### config.mk
export PLATFORM = sky130hd
export DESIGN_NAME = sd_sector_responder
export DESIGN_NICKNAME = d
export VERILOG_FILES = /design/src/rtl/sd_sector_responder.sv
export SDC_FILE = /design/constraint.sdc
export NUM_CORES = 1
export LEC_CHECK = 0
export ABC_AREA = 1
export CORE_ASPECT_RATIO = 1.75
export CORE_MARGIN = 2
export CORE_UTILIZATION = 45
export DETAILED_ROUTE_END_ITERATION = 7
export PLACE_DENSITY = 0.77
export SLEW_MARGIN = 20
export SYNTH_ARGS = -nofsm -noshare
export SYNTH_HDL_FRONTEND = slang
export SYNTH_SLANG_ARGS = --single-unit
### constraint.sdc
create_clock -name clk_32 -period 2.3 [get_ports clk_32]
set_clock_uncertainty 0.05 [all_clocks]
set_input_delay 0.23 -clock clk_32 [delete_from_list [all_inputs] [get_ports clk_32]]
set_output_delay 0.23 -clock clk_32 [all_outputs]
set_load 0.01 [all_outputs]
### src/rtl/sd_sector_responder.sv
// Host-side end of the core's sd_rd/sd_wr/sd_lba sector interface: it arbitrates the lanes,
// forwards one sector at a time to the SD backend and moves bytes to or from the core buffer.
module sd_sector_responder #(
  parameter int SECTOR_BYTES = 512,
  parameter int LANES        = 4,
  localparam int AW = $clog2(SECTOR_BYTES),
  localparam int LW = $clog2(LANES),
  localparam int CW = AW + 1
) (
  input  logic             clk_32,
  input  logic             resb,
  input  logic [31:0]      sd_lba,
  input  logic [LANES-1:0] sd_rd,
  input  logic [LANES-1:0] sd_wr,
  output logic             sd_busy,
  output logic             sd_done,
  output logic [AW-1:0]    sd_buff_addr,
  output logic [7:0]       sd_dout,
  output logic             sd_dout_strobe,
  input  logic [7:0]       sd_din,
  output logic [LW-1:0]    active_lane,
  output logic             sdc_rd,
  output logic             sdc_wr,
  output logic [31:0]      sdc_lba,
  input  logic             sdc_busy,
  input  logic             sdc_done,
  input  logic [7:0]       sdc_rbyte,
  input  logic             sdc_rbyte_strb,
  output logic [7:0]       sdc_wbyte,
  input  logic             sdc_wbyte_req
);

  typedef enum logic [1:0] {IDLE, REQ, XFER, DONE} state_t;

  state_t        state;
  state_t        state_nxt;
  logic [CW-1:0] count;
  logic [CW-1:0] count_inc;
  logic          dir_wr;
  logic          preload;
  logic          any_req;
  logic [LW-1:0] win_lane;
  logic          win_rd;
  logic          full;
  logic          rd_take;
  logic          wr_take;
  logic          fin;

  // Scan from the top down so that the lowest requesting lane is the one left in win_lane.
  always_comb begin
    any_req  = 1'b0;
    win_lane = '0;
    win_rd   = 1'b0;
    for (int i = LANES - 1; i >= 0; i--) begin
      if (sd_rd[i] | sd_wr[i]) begin
        any_req  = 1'b1;
        win_lane = LW'(i);
        win_rd   = sd_rd[i];
      end
    end
  end

  always_comb begin
    state_nxt = state;
    case (state)
      IDLE: if (any_req) state_nxt = REQ;
      REQ: begin
        if (sdc_done)      state_nxt = DONE;
        else if (sdc_busy) state_nxt = XFER;
      end
      XFER: if (sdc_done) state_nxt = DONE;
      DONE: state_nxt = IDLE;
      default: state_nxt = IDLE;
    endcase
  end

  always_ff @(posedge clk_32 or negedge resb) begin
    if (!resb) state <= IDLE;
    else       state <= state_nxt;
  end

  assign count_inc = count + 1'b1;
  assign full      = (count == CW'(SECTOR_BYTES));
  assign rd_take   = (state == XFER) && !dir_wr && sdc_rbyte_strb && !full;
  // count leads the backend by one byte on writes: the preload fetches byte 0 and every request
  // fetches the following one, so sd_din for the next request is already settled.
  assign wr_take   = (state == XFER) && dir_wr && (preload || sdc_wbyte_req) && !full;
  assign fin       = ((state == REQ) || (state == XFER)) && sdc_done;

  always_ff @(posedge clk_32 or negedge resb) begin
    if (!resb) begin
      sd_busy        <= 1'b0;
      sd_done        <= 1'b0;
      sd_buff_addr   <= '0;
      sd_dout        <= '0;
      sd_dout_strobe <= 1'b0;
      active_lane    <= '0;
      sdc_rd         <= 1'b0;
      sdc_wr         <= 1'b0;
      sdc_lba        <= '0;
      sdc_wbyte      <= '0;
      count          <= '0;
      dir_wr         <= 1'b0;
      preload        <= 1'b0;
    end else begin
      sd_dout_strobe <= 1'b0;
      sd_done        <= 1'b0;
      preload        <= (state == REQ) && sdc_busy && !sdc_done && dir_wr;

      if ((state == IDLE) && any_req) begin
        sdc_lba      <= sd_lba;
        active_lane  <= win_lane;
        dir_wr       <= !win_rd;
        count        <= '0;
        sd_buff_addr <= '0;
        sdc_rd       <= win_rd;
        sdc_wr       <= !win_rd;
        sd_busy      <= 1'b1;
      end

      if ((state == REQ) && (sdc_busy || sdc_done)) begin
        sdc_rd <= 1'b0;
        sdc_wr <= 1'b0;
      end

      if (rd_take) begin
        sd_dout        <= sdc_rbyte;
        sd_dout_strobe <= 1'b1;
        sd_buff_addr   <= count[AW-1:0];
        count          <= count_inc;
      end

      if (wr_take) begin
        sdc_wbyte    <= sd_din;
        sd_buff_addr <= count_inc[AW-1:0];
        count        <= count_inc;
      end

      // A byte arriving together with sdc_done keeps its address for the final strobe.
      if (fin) begin
        sd_done <= 1'b1;
        sd_busy <= 1'b0;
        count   <= '0;
        if (!rd_take) sd_buff_addr <= '0;
      end

      if (state == DONE) sd_buff_addr <= '0;
    end
  end

  a_done_not_busy: assert property (@(posedge clk_32) disable iff (!resb) sd_done |-> !sd_busy);
  a_one_request:   assert property (@(posedge clk_32) disable iff (!resb) !(sdc_rd && sdc_wr));
  a_strobe_read:   assert property (@(posedge clk_32) disable iff (!resb) sd_dout_strobe |-> !dir_wr);

endmodule
### Word-level counts from Yosys, hierarchy flattened

Cells that the tools add are included.
Widths: inputs -> output; s select.

| word-level totals | value |
|---|---|
| output and inout bits | 64 |
| input port bits | 62 |
| word-level logic and storage cells | 85 |
| flip-flop bits (word level) | 78 |

| operators by class | value |
|---|---|
| equal/unequal tests | 7 |
| muxes and demuxes | 35 |
| add/sub/neg operators | 1 |
| reductions and logical operators | 24 |
| bitwise operators | 4 |

Operators with widths:

| operator | count |
|---|---|
| $mux 9 | 6 |
| $mux 10 | 4 |
| $mux 1 | 16 |
| $mux 2 | 8 |
| $logic_and 1x1->1 | 12 |
| $add 10x1->10 const B | 1 |
| $eq 10x10->1 const B | 1 |
| $pmux 2 s4 | 1 |
| $eq 2x2->1 const B | 2 |
| $logic_not 1->1 | 4 |
| $ne 2x2->1 const B | 2 |
| $or 1x1->1 | 4 |
| $reduce_bool 2->1 | 2 |
| $reduce_bool 4->1 | 1 |
| $logic_or 1x1->1 | 3 |
| $ne 3x3->1 const B | 1 |
| $reduce_and 3->1 | 1 |
| $eq 2x1->1 const B | 1 |
| $logic_not 2->1 | 1 |

### Logic depth before layout (Yosys ltp)

Gate-level depths: netlist of the first run.

| depth | value |
|---|---|
| word-level depth | 12 |
| mapped depth | 11 |
| gate-level depth less buffers | 10 |

### Worst setup path after synthesis of the first run

Ideal clock, no wire load.

| timing path | value |
|---|---|
| kind | register -> register |
| start | reg state[0] |
| end | reg sd_buff_addr[6] |
| buffers on the path | 1 |
| library setup time | 0.118 ns |
| stages on the path, launching flop included | 11 |
| arrival | 1.462 ns |
| required time | 2.132 ns |
| period minus slack after synthesis | 1.630 ns |
| setup slack | 0.670 ns |
| cell sequence | dfrtp_1 -> inv_1 -> ha_1 -> nand2_1 -> nor2_2 -> inv_1 -> nor2_1 -> buf_2 -> nand2_1 -> nand3_1 -> nor2_1 |

| between the ends | value |
|---|---|
| word-level cells in the longest chain between the ends | 9 |
| elaborated cells between the ends (all ways) | 19 |
| classes of those cells | 3 x eq/ne; 6 x mux; 10 x reduce/logical |

RTL lines:

| what | line | RTL |
|---|---|---|
| start, declared | 35 | `state_t state;` |
| start signal, assigned | 79 | `else state <= state_nxt;` |
| $eq 2x2->1 | 84, 87, 88 |  |
| $logic_and 1x1->1 (3 in a row) | 84 | `assign rd_take = (state == XFER) && !dir_wr && sdc_rbyte_strb && !full;` |
| $mux 9 | 126 | `if (rd_take) begin` |
| $mux 9 | 133 | `if (wr_take) begin` |
| $mux 9 | 144 | `if (!rd_take) sd_buff_addr <= '0;` |
| $mux 9 | 140 | `if (fin) begin` |
| $mux 9 * | 147 | `if (state == DONE) sd_buff_addr <= '0;` |
| end signal, assigned | 129 | `sd_buff_addr <= count[AW-1:0];` |
| end signal, assigned | 135 | `sd_buff_addr <= count_inc[AW-1:0];` |
| end, declared | 17 | `output logic [AW-1:0] sd_buff_addr,` |

Mark *: on every way between the ends. The rest lies on a longest branch, timed or not.
A chain may end at the register's enable or synchronous reset.

### Worst setup path after layout of the first run

| timing path | value |
|---|---|
| start | reg count[0] |
| end | reg count[8] |

| between the ends | value |
|---|---|
| word-level cells in the longest chain between the ends | 6 |
| elaborated cells between the ends (all ways) | 9 |
| classes of those cells | 1 x add/sub; 1 x eq/ne; 3 x mux; 4 x reduce/logical |

RTL lines:

| what | line | RTL |
|---|---|---|
| start, declared | 37 | `logic [CW-1:0] count;` |
| start signal, assigned | 130 | `count <= count_inc;` |
| start signal, assigned | 136 | `count <= count_inc;` |
| branches (longest 6 deep; another with $add 10x1->10) | - |  |

Several ways; the timed one is not identified.

==> results of run 1 <==
-- what timing repair did --
| item | in CTS | in global routing |
|---|---|---|
| setup buffers | 0 | 0 |
| hold buffers | 1 | 0 |
| hold endpoints to repair | 27 | 0 |
-- worst paths after layout --
check	slack [ns]	to	start
max in group asynchronous	1.32	state[0]$_DFFE_PN0P_	resb
min reg2reg	0.42	sdc_lba[27]$_DFFE_PN0P_	sdc_lba[27]$_DFFE_PN0P_
min	0.30	count[8]$_DFFE_PN0P_	resb
max reg2reg	0.27	count[8]$_DFFE_PN0P_	count[0]$_DFFE_PN0P_
min in group clk_32	0.38	sdc_wbyte[6]$_DFFE_PN0P_	sd_din[6]
max	0.27	count[8]$_DFFE_PN0P_	count[0]$_DFFE_PN0P_
-- flip-flops by register name, indices dropped and copies added, names as in the netlist, 2 cells and up --
name and count:
sd_dout 8, sd_buff_addr 9, sdc_lba 32, sdc_wbyte 8, count 10, state 2
active_lane 2
-- layer usage --
| metal | up-vias | wire (um) | global-route usage |
|---|---|---|---|
| li1 | 1690 | - | - |
| met1 | 1592 | 3650 | 0.258 |
| met2 | 129 | 5520 | 0.436 |
| met3 | 31 | 515 | 0.0484 |
| met4 | 0 | 452 | 0.149 |
| met5 | - | 0 | 0 |
-- cells in the final DEF (no fill, tap or decap), types with 2 or more instances in the layout --
cell             count
inv_1               28
clkdlybuf4s50_1    124
o21ai_1              2
clkbuf_8             3
o21ai_0             13
a21oi_1             14
nand3_1             32
ha_1                 6
dfrtp_1             78
clkbuf_16            9
inv_2                7
buf_12               2
clkinvlp_4           2
buf_4                6
o21bai_1             3
nand2_1            211
nor2_1              37
nand2_2              6
-- cell usage after synthesis, types with 2 or more instances --
cell type	count
a21oi_1	14
buf_2	6
buf_6	2
clkbuf_1	3
dfrtp_1	78
ha_1	6
inv_1	28
inv_2	7
nand2_1	211
nand2_2	6
nand3_1	32
nor2_1	37
o21ai_0	13
o21ai_1	2
o21bai_1	3
-- kinds of logic (layout without fill, tap and decap cells) --
kind of cell	count (synthesis)	after routing
flops	78	78
compound gates	35	35
fa+ha+maj	6	6
xor+xnor	1	1
buf+inv	47	184
simple gates	292	292
-- critical path: stages, from the launching register on --
cell     delay, ns
dfrtp_1       0.42
inv_1         0.14
ha_1          0.18
nand2_1       0.06
nor2_1        0.12
nand3_2       0.27
o21ai_2       0.22
nand2_1       0.21
inv_2         0.14
nand2_1       0.05
o21ai_0       0.07
-- layout make-up --
type / count / area (sq um)
multi-input cells: 334 / 1460
clock inverters: 4 / 53.8
well taps: 90 / 113
repair buffers: 133 / 1340
inverters: 35 / 131
fillers: 668 / 2540
clock buffers: 12 / 267
flip-flops and latches: 78 / 1950
-- report_power, final --
part	switching, mW	internal, mW	total (mW)	leakage (nW)
clock network	0.539	0.930	1.47	0.151
registers	0.324	1.94	2.27	0.993
logic	1.74	1.55	3.29	1.49
total	2.60	4.43	7.03	2.63
==> impl_results.md, run 1 <==
- Largest net degree at the start of global routing: 52
- Longest Clk Path Bufs: 2
- First-pass GRT wire length: 16400 um
- Syn Inst Count: 459
- Wire per inst: 14.8 um
- Leak pwr: 2.63 nW
- Worst slew margin: 0.688
- Unique masters post-synth: 26
- Finished Core Util: 0.677
- Status: finished, final reports clean
- Period minus WS final: 2.03 ns
- # clock sinks: 78
- DP Area: 0.00499 sq mm
- Drt first pass iters: 4
- Number of vias per cell: 5.02
- Total grt overflow: 0
- Post-cts gate resize count: 0
- Peak VDD IR: 0.730 mV
- N_diodes: 0
- Setup slack after layout: 0.275 ns
- Top cell type's share of synthesized area: 0.538
- DP Worst Slack: 0.300 ns
- Layout cells sized above 1: 0.0705
- Routability cong.: 0.927
- Clk pin slew, worst setup/hold paths: 0.06 ns
- Total CTS buffers: 9
- Largest family of logic cells by synthesized area: simple AND/OR/NAND/NOR gates
- Area delta synth->final: 46.6%
- #FFs+latches synth: 78
- Clock Latency Late Sink: 0.33 ns
- Worst-margin pin slew: 0.466 ns
- DRC: 0
- Htree depth: 3
- Setup TNS: 0 ns
- Mux cell area share after synthesis: 0
- Syn avg cell area: 7.90 sq um
- DRT iter0 DRCs: 158
- Final Hold Vio Count: 0
- EDFF count, synth: 0
- CORE AREA: 0.00786 sq mm
- Die span in y: 123 um
- Nets: 659
- Cell Count, Final, Fillers Out: 686
- Die W: 71.9 um
- Main flop type after synthesis: dfrtp_1
- Synth Net Count: 527
- Synth Cell Area: 0.00363 sq mm
- Top post-synthesis cells by area: dfrtp_1, nand2_1, nand3_1, nor2_1, inv_1
- Critical Path RT: 2.50 ns
- Period utilization: 0.881
- Initial core utilization: 0.462
- CP max FO: 11
- Post-synthesis xor/xnor area fraction: 0.00242
- MaxCap Viol Count: 0
- Aggregate global-route resource usage: 0.244
- Syn. warnings: 0
- Post-route cell area: 0.00532 sq mm
- I/O pin total: 126
- Cell accounting for the most synthesized area: dfrtp_1
- Fmax achieved: 0.494 GHz
- DIE AREA: 0.00882 sq mm
- R2R cell count: 10
- Vias in the first global route: 3452
- Type of element launching the critical path: flip-flop
- Post-synthesis sequential area ratio: 0.538
- Dpl hpwl: 7900 um
- Synth Area in Adders: 0.0207
- WL final: 10100 um
- CP Capture Type: flip-flop
- Hold slack: 0.299 ns
- Port Buffers: 125
- Worst EP arrival: 2.22 ns
- FFs w/ async S/R, synth: 1.00
- Pins Over Slew Limit: 0
- Antenna Nets Post-Route: 0
- Num rows: 43
- Final setup violation count: 0
- Root Buffer: clkbuf_16
- PwrDens: 1320 mW/mm^2
- RSZ-0062 raised after global routing: no
- Synth Area in Simple Gates: 0.328
- Crit Path Class: flip-flop to flip-flop
- Initial antenna violation count: 0
- CTS tree: built
- Post-synthesis compound-gate area fraction: 0.0528
- Routed via count: 3442
- Placed insts: 669
- Hold WC Path Type: input port to async pin
- Power Total: 7.03 mW
(Power assumes the default switching activity.)
==> run 2, diff against run 1 <==
- SKIP_CTS_REPAIR_TIMING: default -> 1
==> results of run 2 <==
Same layout as run 1: the final DEF is identical, and so are final timing and power.
